`src/rtl/apu_frame_counter.sv`:
```
// APU frame sequencer ($4017): quarter/half-frame strobes, half-rate apuclk and frame IRQ.
// Counts CPU clocks; a $4017 write resets the sequence after a 3/4-clock phase-dependent delay.
module apu_frame_counter #(
    parameter logic [15:0] STEP1       = 16'd7457,
    parameter logic [15:0] STEP2       = 16'd14913,
    parameter logic [15:0] STEP3       = 16'd22371,
    parameter logic [15:0] STEP4       = 16'd29829,
    parameter logic [15:0] STEP5       = 16'd37281,
    parameter logic [2:0]  WR_DLY_EVEN = 3'd3,
    parameter logic [2:0]  WR_DLY_ODD  = 3'd4
) (
    input  logic       clk,
    input  logic       n_reset,
    input  logic       we,
    input  logic [7:6] data,
    input  logic       sel,
    input  logic       irq_clr,
    output logic       apuclk,
    output logic       qframe,
    output logic       hframe,
    output logic       irq
);

    typedef enum logic {
        SEQ_RUN,
        SEQ_PENDING
    } seq_state_t;

    seq_state_t  state;
    logic [15:0] cyc;
    logic [2:0]  dly;
    logic        mode;
    logic        inhibit;
    logic        wrapped;

    logic wr;
    logic dly_done;
    logic final_hit;
    logic q_fire;
    logic h_fire;
    logic irq_set;

    always_comb begin
        wr        = sel & we;
        // a write landing on the expiry cycle reloads the delay instead of resetting
        dly_done  = (state == SEQ_PENDING) && (dly == 3'd1) && !wr;
        final_hit = mode ? (cyc == STEP5) : (cyc == STEP4);
        q_fire    = (cyc == STEP1) || (cyc == STEP2) || (cyc == STEP3) || final_hit
                    || (dly_done && mode);
        h_fire    = (cyc == STEP2) || final_hit || (dly_done && mode);
        irq_set   = !mode && !inhibit
                    && ((cyc == STEP4 - 16'd1) || (cyc == STEP4) || ((cyc == '0) && wrapped));
    end

    always_ff @(posedge clk or negedge n_reset) begin
        if (!n_reset) begin
            state   <= SEQ_RUN;
            cyc     <= '0;
            dly     <= '0;
            mode    <= 1'b0;
            inhibit <= 1'b0;
            wrapped <= 1'b0;
            apuclk  <= 1'b0;
            qframe  <= 1'b0;
            hframe  <= 1'b0;
            irq     <= 1'b0;
        end else begin
            apuclk  <= ~apuclk;
            // suppressing a strobe that directly follows another keeps them non-adjacent
            qframe  <= q_fire && !qframe;
            hframe  <= h_fire && !hframe;
            wrapped <= 1'b0;

            if (dly_done) begin
                cyc <= '0;
            end else if (final_hit) begin
                cyc     <= '0;
                wrapped <= !mode;
            end else begin
                cyc <= cyc + 16'd1;
            end

            if (wr) begin
                mode    <= data[7];
                inhibit <= data[6];
                dly     <= apuclk ? WR_DLY_ODD : WR_DLY_EVEN;
                state   <= SEQ_PENDING;
            end else if (state == SEQ_PENDING) begin
                dly <= dly - 3'd1;
                if (dly_done) begin
                    state <= SEQ_RUN;
                end
            end

            if (wr && data[6]) begin
                irq <= 1'b0;
            end else if (irq_set) begin
                irq <= 1'b1;
            end else if (irq_clr) begin
                irq <= 1'b0;
            end
        end
    end

endmodule

```
`config.mk`:
```
export PLATFORM = sky130hd
export DESIGN_NAME = apu_frame_counter
export DESIGN_NICKNAME = d
export VERILOG_FILES = /design/src/rtl/apu_frame_counter.sv
export SDC_FILE = /design/constraint.sdc
export NUM_CORES = 1
export LEC_CHECK = 0
export BUFFER_PORTS_ARGS = -buffer_cell sky130_fd_sc_hd__buf_2
export CAP_MARGIN = 20
export CORE_ASPECT_RATIO = 0.5
export CORE_UTILIZATION = 54
export CTS_CLUSTER_DIAMETER = 120
export DETAILED_ROUTE_END_ITERATION = 10
export GPL_TIMING_DRIVEN = 1
export PLACE_DENSITY = 0.86
export SYNTH_ARGS = -nofsm -noshare
export SYNTH_HDL_FRONTEND = slang
export SYNTH_SLANG_ARGS = --single-unit
```
`constraint.sdc`:
```
create_clock -name clk -period 2 [get_ports clk]
set_input_delay 0.2 -clock clk [delete_from_list [all_inputs] [get_ports clk]]
set_output_delay 0.2 -clock clk [all_outputs]
set_load 0.05 [all_outputs]
```
## Yosys cells after proc, flatten, opt, wreduce, memory -nomap -nowiden

Index checks and enable logic that the tools add are counted.

| cells by class | value |
|---|---|
| add/subtract/negate cells | 2 |
| eq/ne operators | 7 |
| multiplexer cells | 14 |
| bitwise operators | 2 |
| reductions and logical operators | 25 |

Operators with widths:

| operator | number |
|---|---|
| $eq A16 B15 Y1 const B | 3 |
| $mux W16 | 2 |
| $add A16 B1 Y16 const B | 1 |
| $eq A16 B13 Y1 const B | 1 |
| $eq A16 B14 Y1 const B | 1 |
| $eq A16 B16 Y1 const B | 1 |
| $logic_not A16 Y1 | 1 |
| $logic_and A1 B1 Y1 | 9 |
| $mux W1 | 9 |
| $mux W3 | 3 |
| $logic_or A1 B1 Y1 | 8 |
| $logic_not A1 Y1 | 5 |
| $eq A3 B1 Y1 const B | 1 |
| $reduce_bool A3 Y1 | 1 |
| $sub A3 B1 Y3 const B | 1 |
| $reduce_bool A2 Y1 | 1 |
| $and A1 B1 Y1 | 1 |
| $not A1 Y1 | 1 |

| word-level totals | value |
|---|---|
| flip-flop bits (word level) | 27 |
| input port bits | 7 |
| output and inout bits | 4 |
| logic and storage cells | 60 |

## Logic depth before layout (Yosys ltp)

| depth | value |
|---|---|
| depth in word-level cells | 6 |
| mapped depth | 6 |

## Worst setup path after synthesis

OpenSTA, ideal clock, no wires.

| timing path | value |
|---|---|
| kind | reg2reg |
| start | register cyc[5] |
| end | register cyc[10] |
| arrival time | 1.765 ns |
| required time | 1.858 ns |
| setup slack | 0.093 ns |
| cell stages (with the launch flop) | 7 |
| buffers on the path | 2 |
| clock period less this slack | 1.907 ns |
| cells stage by stage | dfrtp_1 -> buf_6 -> or4_4 -> nor4_4 -> a32o_4 -> buf_12 -> nor3_2 |

| on the way | value |
|---|---|
| cells in the longest elaborated chain, start to end | 4 |
| elaborated cells on any way between the ends | 6 |
| those cells by class | add/sub: 1; eq/ne: 2; mux: 3 |

RTL lines:

| element | line | RTL |
|---|---|---|
| start: declaration | 30 | `logic [15:0] cyc;` |
| start signal: assignment | 80 | `cyc <= cyc + 16'd1;` |
| parallel branches: the longest is 2 deep, another holds $add A16 B1 Y16 | -- |  |
| $mux W16 * | 76 | `end else if (final_hit) begin` |
| $mux W16 * | 74 | `if (dly_done) begin` |

Every way passes the cells marked *.
A chain may end at the register's enable or synchronous reset.

## Final worst setup path

| timing path | value |
|---|---|
| start | register cyc[4] |
| end | register cyc[10] |

The elaborated chain is that of the path after synthesis.

==> impl_results.md <==
* Status: completed
* Worst path arrival time at 2160 ps
* TritonCTS buffer count at 3
* R2R setup slack at 20 ps
* Synth area leader: dfrtp_1
* Mean Syn Cell Area at 10.1 sq um
* Die width at 80.2 um
* Initial antenna violation count at 0
* GPL Wtd Cong at 0.951
* Post-Layout Cell Count at 220
* Worst ir drop on vdd at 0.870 mV
* Initial drt markers at 273
* Reg clk slew, reported paths at 100 ps
* Worst R2R End: cyc[10]
* Adder-Cell Fraction of Synth Area at 0.0379
* Kind of critical path: flop to flop
* Min Tclk post-route at 1980 ps
* Synth unique cells at 47
* Total gr overflow at 0
* Final setup fails at 0
* Top-count cell post-synth: dfrtp_1
* Clock Tree Root: clkbuf_8
* Post-synth EDFFs at 0
* Cells after Synth at 164
* Vias at 1433
* Post-synthesis async set-or-reset flop share at 1.00
* Leak Pwr at 0.822 nW
* Fin Setup TNS at 0 ps
* Max-cap violations at 0
* Cell Area, Synth at 1650 sq um
* Post-placement cell count at 213
* # DRC at 0
* Synth Net Count at 176
* Net Sw Power at 0.00114 W
* Top cells by count, synth: dfrtp_1 (27), nand2_1 (13), nor3_1 (10), nor3_2 (10), xnor2_1 (8)
* Worst-Skew Late Latency at 290 ps
* Reg area at 676 sq um
* Startpoint Class: flop
* Power Density at 1370 nW/um^2
* Clock power frac at 0.132
* Detailed placer's ending HPWL at 2730 um
* Cell internal pwr at 0.00144 W
* Register area share after synthesis at 0.410
* CTS tree: built
* Die Ht at 41.1 um
* Hold Fails Final Rpt at 0
* Tot GR Track Use at 0.266
* Worst Clk Skew at 5.99 ps
* # rows at 13
* Number of fill cells in the layout at 194
* Largest stage delay on the critical path at 580 ps
* Fmax at 504 MHz
* Port Buffers at 10
* Largest net degree at the start of global routing at 28
* Die area at 3290 sq um
* Nets@finish at 196
* Tightest Pin Transition at 602 ps
* Seq pwr share at 0.401
* Final ANT Viol Nets at 0
* Main flop type after synthesis: dfrtp_1
* CP Cell Sequence: or4_4 -> nor4_4 -> a32o_2 -> buf_12 -> nor3_2
* Synth Register Bits at 27
* I/O Pins at 11
* Layout area overhead at 14.0%
* Mean routed wirelength per cell at 18.6 um
* Post-synthesis mux area share at 0.00683
* Multi-input gate area in the final layout at 883 sq um
* Top cell type's share of synthesized area at 0.410
* Max-slew violation count at 0
* Starting Density at 0.600
* Share of layout cells above drive strength 1 at 0.273
* Type of the worst min-delay path: input pin to flop
* Routed WL at 4090 um
* Synth Area in Simple Gates at 0.329
* DR pass1 iterations at 5
* Crit Path Max Fanout at 8
* Yosys warns at 0
* Main combinational cell family by area after synthesis: simple AND/OR/NAND/NOR gates
* Critical path data required time at 2180 ps
* # diodes at 0
* Combinational power share at 0.467
* Worst Hold Path Cells at 2
* Clock Sinks at 27
* Via density at 6.51
* Crit share post-route at 0.992
* Core area at 2750 sq um
* Synth Area in XOR/XNOR at 0.0744
* Vias in the first global route at 1289
* Slew margin rel. at 0.599
* Crit Reg-Reg Startpoint: cyc[4]
* Worst Reg2Reg Path Length in Cells at 5
* Ranking of synthesized cells by area: dfrtp_1 (41%), nor3_2 (6.1%), xnor2_1 (4.2%)
* First-pass GRT wire length at 6140 um
* Worst hold start: data[7]
* Worst setup EP type: flop
* Sw Ratio at 0.442
* Compound-Gate Fraction of Synth Area at 0.0781
* CTS Buffer Depth at 2
* Slowest cell on crit path: or4_4
* H-tree depth at 1
* Hold EP: mode
-- sequential cells by signal, indices dropped and copies added (netlist names) --
| register | count |
|---|---|
| hframe | 1 |
| wrapped | 1 |
| irq | 1 |
| dly | 3 |
| apuclk | 1 |
| inhibit | 1 |
| mode | 1 |
| cyc | 16 |
| state | 1 |
| qframe | 1 |
-- worst max path at each step --
| stage | cells past startpoint | end | slack, ps | start |
|---|---|---|---|---|
| 6_report | 5 | cyc[10] | 20 | cyc[4] |
| 2_1_floorplan | 6 | cyc[10] | 90 | cyc[5] |
| 4_1_cts | 4 | cyc[2] | 10 | cyc[2] |
| 5_1_grt | 5 | cyc[10] | -9 | cyc[4] |
| 3_5_place_dp | 4 | cyc[2] | 50 | cyc[2] |
| 3_3_place_gp | 4 | cyc[3] | 130 | cyc[4] |
-- power by group through the flow --
stage	Sequential, W	Combinational (W)	Clock (W)
after floorplan	0.000885	0.000896	0
after global placement	0.000998	0.00108	0
after detailed placement	0.00102	0.00112	0
after CTS	0.00101	0.00114	0.000345
after global routing	0.00105	0.00130	0.000361
final	0.00103	0.00120	0.000340
-- what timing repair did --
item | in CTS | in global routing
hold endpoints to repair | 27 | 0
hold buffers | 1 | 0
setup buffers | 0 | 1
gates resized for setup | 0 | 1
endpoints found under the setup margin | 0 | 15
-- metal layers --
layer	vias to the layer above	share of wire	global-route usage
li1	638	-	-
met5	-	0	0
met4	0	0.027	0.107
met3	18	0.11	0.0667
met1	661	0.42	0.336
met2	116	0.45	0.459
-- placed cells by master (no fill, tap or decap), types with 3 or more instances in the layout --
cell,count
dfrtp_1,27
nand2_1,13
buf_4,13
nor3_2,11
buf_2,10
nor3_1,9
xnor2_1,8
inv_1,7
nor2_1,7
nand4_1,6
xor2_1,6
nor4_1,5
nand3_1,5
ha_1,5
nand4b_1,3
a32oi_1,3
o21ai_0,3
a21oi_1,3
clkbuf_8,3
-- stage by stage --
step	cell area, sq um	worst slack [ps]	total power, W	hold WS (ps)	utilization
2_1_floorplan	1650	93.3	0.00178	-95.6	-
3_3_place_gp	1780	126	0.00208	228	0.649
3_5_place_dp	1780	47.8	0.00214	231	0.649
4_1_cts	1840	10.1	0.00250	147	0.670
5_1_grt	1880	-9.10	0.00271	152	0.684
6_report	1880	15.2	0.00257	150	0.684
-- layout make-up --
type	instances	share of cell area
tap	37	0.0246
clock inverter	1	0.00466
timing repair buffer	26	0.105
multi-input combinational	119	0.470
inverter	7	0.0140
sequential	27	0.360
clock buffer	3	0.0220
-- critical path: cells and delay by family, from the launching register on --
| family | cells | cell delay [ps] |
|---|---|---|
| buffers and inverters | 1 | 140 |
| flip-flops | 1 | 460 |
| AO/OA/AOI/OAI | 1 | 220 |
| AND/OR/NAND/NOR | 3 | 1050 |
-- logic make-up (layout without fill, tap and decap cells) --
family | Yosys count | in the layout
simple gates | 81 | 81
buf+inv | 19 | 37
fa+ha+maj | 5 | 5
compound gates | 17 | 18
flops | 27 | 27
xor+xnor | 14 | 14
mux | 1 | 1
(Power assumes the default switching activity.)
